File: src/rtl/iodelay_rdy_monitor.sv
// Core-clock monitor for the IDELAYCTRL RDY flag: synchronizes, qualifies,
// counts ready losses and requests recalibration through a req/ack handshake.
module iodelay_rdy_monitor #(
    parameter int sync_stages_p    = 2,
    parameter int settle_cycles_p  = 64,
    parameter int timeout_cycles_p = 4096,
    parameter int drop_cnt_width_p = 8
) (
    input  logic                        clk_i,
    input  logic                        reset_n_i,
    input  logic                        rdy_i,
    input  logic                        recal_ack_i,
    output logic                        recal_req_o,
    output logic                        ready_o,
    output logic                        timeout_fault_o,
    output logic [drop_cnt_width_p-1:0] drop_count_o
);

    localparam int cnt_max_lp =
        (settle_cycles_p > timeout_cycles_p) ? settle_cycles_p
                                             : timeout_cycles_p;
    localparam int cnt_w_lp = $clog2(cnt_max_lp + 1);

    localparam logic [cnt_w_lp-1:0] settle_last_lp  =
        cnt_w_lp'(settle_cycles_p - 1);
    localparam logic [cnt_w_lp-1:0] timeout_last_lp =
        cnt_w_lp'(timeout_cycles_p - 1);

    localparam logic [1:0] st_wait   = 2'd0;
    localparam logic [1:0] st_settle = 2'd1;
    localparam logic [1:0] st_ready  = 2'd2;
    localparam logic [1:0] st_recal  = 2'd3;

    logic [sync_stages_p-1:0]    sync_q;
    logic [sync_stages_p-1:0]    sync_d;
    logic                        rdy_sync;

    logic [1:0]                  state_q;
    logic [1:0]                  state_d;
    logic [cnt_w_lp-1:0]         cnt_q;
    logic [cnt_w_lp-1:0]         cnt_d;
    logic                        fault_q;
    logic                        fault_d;
    logic [drop_cnt_width_p-1:0] drop_q;
    logic [drop_cnt_width_p-1:0] drop_d;

    // rdy_i is asynchronous; only the last stage is ever looked at
    always_comb begin
        sync_d = {sync_q[sync_stages_p-2:0], rdy_i};
    end

    assign rdy_sync = sync_q[sync_stages_p-1];

    always_comb begin
        state_d = state_q;
        cnt_d   = cnt_q;
        fault_d = fault_q;
        drop_d  = drop_q;
        unique case (state_q)
            st_wait: begin
                if (rdy_sync) begin
                    state_d = st_settle;
                    cnt_d   = '0;
                end else if (cnt_q == timeout_last_lp) begin
                    state_d = st_recal;
                    cnt_d   = '0;
                    fault_d = 1'b1;
                end else begin
                    cnt_d = cnt_q + 1'b1;
                end
            end
            st_settle: begin
                if (!rdy_sync) begin
                    state_d = st_wait;
                    cnt_d   = '0;
                end else if (cnt_q == settle_last_lp) begin
                    state_d = st_ready;
                    cnt_d   = '0;
                end else begin
                    cnt_d = cnt_q + 1'b1;
                end
            end
            st_ready: begin
                if (!rdy_sync) begin
                    state_d = st_recal;
                    cnt_d   = '0;
                    if (~&drop_q) begin
                        drop_d = drop_q + 1'b1;
                    end
                end
            end
            st_recal: begin
                if (recal_ack_i) begin
                    state_d = st_wait;
                    cnt_d   = '0;
                end
            end
            default: begin
                state_d = st_wait;
                cnt_d   = '0;
            end
        endcase
    end

    always_ff @(posedge clk_i or negedge reset_n_i) begin
        if (!reset_n_i) begin
            sync_q  <= '0;
            state_q <= st_wait;
            cnt_q   <= '0;
            fault_q <= 1'b0;
            drop_q  <= '0;
        end else begin
            sync_q  <= sync_d;
            state_q <= state_d;
            cnt_q   <= cnt_d;
            fault_q <= fault_d;
            drop_q  <= drop_d;
        end
    end

    assign ready_o         = (state_q == st_ready);
    assign recal_req_o     = (state_q == st_recal);
    assign timeout_fault_o = fault_q;
    assign drop_count_o    = drop_q;

endmodule
File: config.mk
export PLATFORM = sky130hd
export DESIGN_NAME = iodelay_rdy_monitor
export DESIGN_NICKNAME = d
export VERILOG_FILES = /design/src/rtl/iodelay_rdy_monitor.sv
export SDC_FILE = /design/constraint.sdc
export NUM_CORES = 1
export LEC_CHECK = 0
export BUFFER_PORTS_ARGS = -buffer_cell sky130_fd_sc_hd__buf_4
export CAP_MARGIN = 20
export CORE_AREA = 4 4 60 62
export DETAILED_ROUTE_END_ITERATION = 10
export DIE_AREA = 0 0 64 66
export GPL_TIMING_DRIVEN = 1
export HOLD_SLACK_MARGIN = 0.03
export PLACE_DENSITY = 0.74
export RECOVER_POWER = 25
export SLEW_MARGIN = 40
export SYNTH_ARGS = -nofsm -noshare
export SYNTH_HDL_FRONTEND = slang
export SYNTH_SLANG_ARGS = --single-unit
export TNS_END_PERCENT = 20
File: constraint.sdc
create_clock -name clk_i -period 3.7 [get_ports clk_i]
set_input_delay 0.555 -clock clk_i [delete_from_list [all_inputs] [get_ports clk_i]]
set_output_delay 0.555 -clock clk_i [all_outputs]
set_load 0.005 [all_outputs]
==> results of run 1 <==
[cell families after synthesis]
kind of cell | after synthesis | synth area share
and+or+nand+nor | 64 | 0.271
buffers and inverters | 5 | 0.0319
DFF | 26 | 0.488
AOI/OAI and AO/OA | 21 | 0.102
muxes | 2 | 0.0159
xor gates and xnor gates | 11 | 0.0722
adders and majority gates | 2 | 0.0188
[sequential cells by signal, summed over array words and instances, names as in the netlist]
signal and cells:
cnt_q 13, state_q 2, sync_q 2, timeout_fault_o 1
drop_count_o 8
[metrics by stage]
stage          power [mW]   util
2_1_floorplan       0.614      -
3_3_place_gp        0.691  0.481
3_5_place_dp        0.707  0.481
4_1_cts             0.906  0.498
5_1_grt             0.966  0.497
6_report            0.893  0.497
[placed cells by master (no fill, tap or decap), drive strengths merged, types with 2 or more instances in the layout]
| cell | count |
|---|---|
| dfrtp | 26 |
| nand2 | 13 |
| buf | 12 |
| nor2 | 11 |
| o21ai | 10 |
| xnor2 | 8 |
| nand3 | 7 |
| a21o | 6 |
| nand4 | 5 |
| and3 | 5 |
| nor4 | 5 |
| clkbuf | 5 |
| and2 | 3 |
| xor2 | 3 |
| nor3 | 3 |
| nor3b | 3 |
| nor2b | 2 |
| or3 | 2 |
| ha | 2 |
[final timing paths]
path | startpoint | to | slack [ns] | cells after the start
worst max-delay path | cnt_q[0] | cnt_q[7] | 1.22 | 6
worst min-delay path | rdy_i | sync_q[0] | 0.34 | 1
worst max register to register | cnt_q[0] | cnt_q[7] | 1.22 | 6
worst min register to register | sync_q[0] | sync_q[1] | 0.37 | 0
max in group asynchronous | reset_n_i | sync_q[1] | 2.38 | 1
min in group asynchronous | reset_n_i | cnt_q[8] | 0.51 | 1
[routing by layer]
layer | wire (um) | up-vias
met5 | 0 | -
li1 | - | 497
met1 | 1150 | 488
met3 | 102 | 4
met4 | 21 | 0
met2 | 1220 | 19
[cell usage after synthesis (4+ instances only)]
cell type	n
dfrtp_1	26
nand2_1	13
nor2_1	10
o21ai_0	10
xnor2_1	8
nand3_1	7
a21o_1	6
and3_1	5
nand4_1	5
nor4_1	4
[cell type report]
type	count	share of cell area
Clock inverter	1	0.0200
Multi-Input combinational cell	100	0.426
Inverter	1	0.00250
Sequential cell	26	0.433
Clock buffer	3	0.0150
Timing Repair Buffer	14	0.0674
Tap cell	44	0.0366
[where the power goes]
part / leakage, nW / internal, mW / switching [mW]
clock: 0.0279 / 0.110 / 0.0896
combinational: 0.333 / 0.141 / 0.146
sequential: 0.343 / 0.334 / 0.0725
total: 0.704 / 0.585 / 0.308
[critical path, stage by stage (launching register included)]
cell	delay (ns)
dfrtp_1	0.43
ha_1	0.20
nand3_1	0.27
nor4_1	0.53
o22a_1	0.57
o21ai_0	0.19
a21o_1	0.20
==> summary.txt, run 1 <==
Clock tree
  – TritonCTS Buffers: 3
  – Clk sinks: 26
  – Max Buffers Root-to-Sink: 2
  – # Post-CTS Setup Buffers: 0
  – Clock slew at reported path FFs: 0.15 ns
  – Root Driver: clkbuf_4
  – CTS tree: yes
  – # hold bufs at CTS: 0
  – # H-tree levels: 1
  – Post_cts resized: 0
  – Worst skew pair latency: 0.33 ns

Power and ir drop
  – VDD IR max: 0.000400 V
  – Leak Pwr: 0.704 nW
  – PD cells: 594 nW/um^2

Yosys
  – Synth Net Count: 137
  – Ys async rst share: 1.00
  – Syn avg cell area: 10.2 um^2
  – Cell variety after synth: 35
  – Warnings from Yosys: 0
  – Post-synthesis register bit count: 26
  – Post-synth EDFFs: 0
  – Mapped Cells: 131
  – Post-synth top area share: 0.488
  – Area contributors post-synth: dfrtp_1 (49%), xnor2_1 (5.3%), o21ai_0 (3.8%)
  – Leading area contributor after synthesis: dfrtp_1
  – Mapped Area: 1330 um^2
  – Primary FF master, synth: dfrtp_1
  – Register area share after synthesis: 0.488

Global route
  – Busiest grt layer: met2
  – Largest net degree at the start of global routing: 27
  – GR Overflow Total: 0
  – First-pass GRT wire length: 4310 um
  – Initial antenna violation count: 0
  – Met2 GRT Util: 0.222
  – Met1 usage: 0.155
  – All-Layer GR Usage: 0.130
  – Vias in the first global route: 945
  – GR Layer Usage met3: 0.0425

Finish
  – Number of diodes: 0
  – Fin cells: 189
  – Synthesis-to-layout area growth: 12.8%
  – Post-route cell area: 1500 um^2
  – NumNets Final: 152
  – # fillers: 297
  – Layout cells sized above 1: 0.166
  – Footprint of the multi-input gates: 641 um^2
  – FF+latch area: 651 um^2

STA
  – Clock Skew: 0.00617 ns
  – Final worst path period share: 0.670
  – Fin. Hold Viols: 0
  – Max frequency: 404 MHz
  – Max-slew headroom: 0.0697
  – Final TNS setup: 0 ns
  – Final setup fails: 0
  – Slew Viols, Final: 0
  – Actual slew at the worst max-slew pin: 1.40 ns
  – RSZ-0062 raised after global routing: false
  – Setup WS post-layout: 1.22 ns
  – Worst Hold Slack: 0.340 ns
  – Period minus WS final: 2.48 ns

Route
  – Initial DRC count: 62
  – Drt drc: 0
  – WL/cell: 13.2 um
  – Via/cell ratio: 5.33
  – Total iterations of the first detailed-routing run: 4
  – Post-Route WL: 2500 um
  – Vias: 1008
  – Antenna Violating Nets Remaining: 0

Floorplanning
  – Die area: 4220 um^2
  – Initial Utilization: 0.440
  – Num ports: 15
  – Die Wd: 64 um
  – Std cell rows: 20
  – Die height: 66 um
  – Core ar.: 3030 um^2

Worst setup path
  – Crit start category: flip-flop
  – Setup Crit Path Kind: flip-flop to flip-flop
  – Crit Path Max Fanout: 19
  – Critical Path AT: 2.73 ns
  – Critical Path End Type: flip-flop
  – Critical Path RT: 3.95 ns

Place
  – Placement Setup Slack: 1.23 ns
  – Port buffer count: 14
  – Placed insts: 185
  – Gpl congestion: 0.826
  – Placed Area: 1460 um^2
  – Detailed placement HPWL: 1790 um

Worst hold path
  – Hold crit path type: primary input to flip-flop

Flow run
  – Max Cap Violations: 0

Status
  – Status: complete, no violations
No activity file was read; power rests on OpenSTA's default activity.
==> run 2, diff against run 1 <==
--- a/config.mk
+++ b/config.mk
@@ -5,14 +5,15 @@
 export SDC_FILE = /design/constraint.sdc
 export NUM_CORES = 1
 export LEC_CHECK = 0
+export ABC_AREA = 1
 export BUFFER_PORTS_ARGS = -buffer_cell sky130_fd_sc_hd__buf_4
 export CAP_MARGIN = 20
-export CORE_AREA = 4 4 60 62
+export CORE_AREA = 4 4 64 66
 export DETAILED_ROUTE_END_ITERATION = 10
-export DIE_AREA = 0 0 64 66
+export DIE_AREA = 0 0 68 70
 export GPL_TIMING_DRIVEN = 1
 export HOLD_SLACK_MARGIN = 0.03
-export PLACE_DENSITY = 0.74
+export PLACE_DENSITY = 0.73
 export RECOVER_POWER = 25
 export SLEW_MARGIN = 40
 export SYNTH_ARGS = -nofsm -noshare
==> constraint.sdc (replaced) <==
create_clock -name clk_i -period 2.4 [get_ports clk_i]
set_input_delay 0.36 -clock clk_i [delete_from_list [all_inputs] [get_ports clk_i]]
set_output_delay 0.36 -clock clk_i [all_outputs]
set_load 0.005 [all_outputs]
==> run 2 against run 1 <==
Synthesized cell count grew 48%. Synthesized area grew 14%. Combinational power grew 69%. Via count grew 23%. Critical path depth shrank 4. Clock skew shrank 0.0018 ns. Register-to-register slack lost 0.29 ns. Sequential share of layout area shrank 5.4 points. Worst hold slack lost 0.18 ns. Utilization shrank 1.6 points. Clock power grew 11%. Critical endpoint unchanged. Largest power group unchanged. Highest routed layer unchanged.
==> summary.txt, run 2 <==
Status
  – Status: complete, no violations

STA
  – Final TNS setup: 0 ns (unchanged)
  – Fin. Hold Viols: 0 (unchanged)
  – Max-slew headroom: 0.0946 (+0.0249)
  – Actual slew at the worst max-slew pin: 1.36 ns (-0.0373 ns)
  – Final setup fails: 0 (unchanged)
  – Period minus WS final: 1.65 ns
  – Final worst path period share: 0.686
  – Slew Viols, Final: 0 (unchanged)
  – Clock Skew: 0.00440 ns (-0.00177 ns)
  – RSZ-0062 raised after global routing: false
  – Max frequency: 607 MHz

Worst setup path
  – Crit-path slowest cell: clkbuf_1
  – Bufs and invs on worst path: 2 (+2)
  – Delay of the slowest critical-path stage: 0.99 ns (+0.42 ns)
  – Critical Path End Type: asynchronous set/reset pin
  – Worst-path cell chain: dlygate4sd3_1 > clkbuf_1
  – CP top delay family: buffers and inverters
  – Critical Path RT: 2.63 ns (-1.32 ns)
  – Critical Path AT: 1.88 ns (-0.85 ns)
  – Reg2Reg Depth: 8 (+2)
  – Crit Path Max Fanout: 26 (+7)
  – Crit start category: primary input
  – Setup Crit Path Kind: primary input to asynchronous set/reset pin
  – Number of cells on the critical path: 2 (-4)

Global route
  – GR Layer Usage met3: 0.0161 (-0.0264)
  – Busiest grt layer: met2
  – Initial antenna violation count: 0 (unchanged)
  – All-Layer GR Usage: 0.138 (+0.00745)
  – Vias in the first global route: 1249 (+32%)
  – Largest net degree at the start of global routing: 27 (unchanged)
  – First-pass GRT wire length: 5180 um (+20%)
  – Met1 usage: 0.182 (+0.0269)
  – GR Overflow Total: 0 (unchanged)
  – Met2 GRT Util: 0.216 (-0.00566)

Finish
  – Footprint of the multi-input gates: 748 um^2 (+17%)
  – Most common cell after layout, fill and taps aside: nand2_1
  – Max reg flops: 13 (unchanged)
  – NumNets Final: 219 (+44%)
  – Commonest non-fill, non-tap cells in the layout: nand2_1 (57), dfrtp_1 (26), inv_1 (25)
  – # fillers: 367 (+24%)
  – Number of diodes: 0 (unchanged)
  – Layout cells sized above 1: 0.208 (+0.0420)
  – Synthesis-to-layout area growth: 13.2%
  – Biggest register: cnt_q
  – FF+latch area: 651 um^2 (unchanged)

Floorplanning
  – Die height: 70 um (+6.1%)
  – Num ports: 15 (unchanged)
  – Die Wd: 68 um (+6.3%)
  – Initial Utilization: 0.425 (-0.0157)
  – Std cell rows: 22 (+10%)
  – Die area: 4760 um^2 (+13%)
  – Core ar.: 3580 um^2 (+18%)

Power and ir drop
  – Leak Pwr: 0.886 nW (+26%)
  – Register share of total power: 0.461 (+0.006)
  – Internal: 791 uW (+35%)
  – PD cells: 760 nW/um^2 (+28%)
  – Net Sw Power: 516 uW (+67%)
  – Clock power frac: 0.168 (-0.055)
  – Total chip power: 1.31 mW (+46%)
  – Switching Share: 0.395 (+0.0493)
  – VDD IR max: 0.000390 V (-2.6%)
  – Logic pwr share: 0.371 (+0.050)

Yosys
  – Mapped Area: 1520 um^2 (+14%)
  – Count leader, synth: nand2_1
  – Register area share after synthesis: 0.428 (-0.0598)
  – Syn avg cell area: 7.84 um^2 (-23%)
  – Area contributors post-synth: dfrtp_1 (43%), nand2_1 (14%), inv_1 (6.2%)
  – Post-synth EDFFs: 0 (unchanged)
  – Post-synthesis register bit count: 26 (unchanged)
  – Primary FF master, synth: dfrtp_1
  – Post-synth top area share: 0.428 (-0.0598)
  – Ys async rst share: 1.00 (unchanged)
  – Warnings from Yosys: 0 (unchanged)
  – Cell variety after synth: 28 (-20%)
  – Leading area contributor after synthesis: dfrtp_1
  – Mapped Cells: 194 (+48%)
  – Synth Net Count: 200 (+46%)
  – Most instantiated cells after synthesis: nand2_1 (57), dfrtp_1 (26), inv_1 (25)

Clock tree
  – Worst skew pair latency: 0.32 ns (about the same)
  – Clk sinks: 26 (unchanged)
  – Clock slew at reported path FFs: 0.14 ns (about the same)
  – # H-tree levels: 1 (unchanged)
  – TritonCTS Buffers: 3 (unchanged)
  – Max Buffers Root-to-Sink: 2 (unchanged)
  – Root Driver: clkbuf_4
  – CTS tree: yes
  – # Post-CTS Setup Buffers: 0 (unchanged)

Worst hold path
  – Hold crit path type: primary input to flip-flop
  – Hold depth: 1 (unchanged)

Route
  – Post-Route WL: 2800 um (+12%)
  – WL/cell: 10.8 um (-19%)
  – Drt drc: 0 (unchanged)
  – Total iterations of the first detailed-routing run: 5 (+1)
  – Antenna Violating Nets Remaining: 0 (unchanged)
  – Initial DRC count: 33 (-47%)
  – Via/cell ratio: 4.78 (-10%)
  – Vias: 1243 (+23%)

Place
  – Port buffer count: 14 (unchanged)
  – Detailed placement HPWL: 2210 um (+24%)
  – Gpl congestion: 0.834 (+1.0%)

Flow run
  – Max Cap Violations: 0 (unchanged)
run 2: power by group through the flow:
stage / Clock, mW / Combinational [mW] / Sequential [mW]
CTS: 0.228 / 0.496 / 0.602
global placement: 0 / 0.480 / 0.608
floorplan: 0 / 0.361 / 0.582
finish: 0.220 / 0.485 / 0.602
detailed placement: 0 / 0.494 / 0.609
global route: 0.249 / 0.555 / 0.618
run 2: cell type report:
cell class / count / share of cell area
timing repair buffer: 15 / 0.0647
inverter: 29 / 0.0662
tap: 48 / 0.0349
clock buffer: 4 / 0.0211
multi-input combinational: 138 / 0.435
sequential: 26 / 0.378
run 2: worst paths after layout:
check | end | slack (ns) | start
min in group asynchronous | sync_q[0] | 0.86 | reset_n_i
min | sync_q[0] | 0.16 | rdy_i
max in group clk_i | ready_o | 0.87 | state_q[1]
min reg2reg | sync_q[1] | 0.37 | sync_q[0]
max | cnt_q[7] | 0.75 | reset_n_i
max reg2reg | cnt_q[7] | 0.93 | cnt_q[1]
run 2: logic make-up (layout without fill, tap and decap cells):
logic type	Yosys count	in the layout	share of synthesized area
buf+inv	30	48	0.0798
simple gates	121	121	0.398
compound gates	5	5	0.0206
xor+xnor	10	10	0.0576
flops	26	26	0.428
fa+ha+maj	2	2	0.0165
run 2: what timing repair did:
item,CTS,global route
endpoints found under the hold margin,26,0
hold buffers,1,0
gates resized for setup,0,0
run 2: per-layer routing:
metal,wire length [um],share of wire,vias to the layer above
met2,1310,0.47,21
li1,-,-,643
met5,0,0,-
met4,63,0.023,0
met3,84,0.030,5
met1,1340,0.48,574
run 2: per-stage QoR:
stage	utilization	setup slack [ns]	instance area, um^2	std cells	hold slack, ns
floorplan	-	1.07	1520	194	0.0644
global placement	0.469	0.997	1680	255	0.285
detailed placement	0.469	0.942	1680	255	0.285
CTS	0.482	0.853	1720	260	0.123
global route	0.481	0.420	1720	260	0.134
finish	0.481	0.753	1720	260	0.157
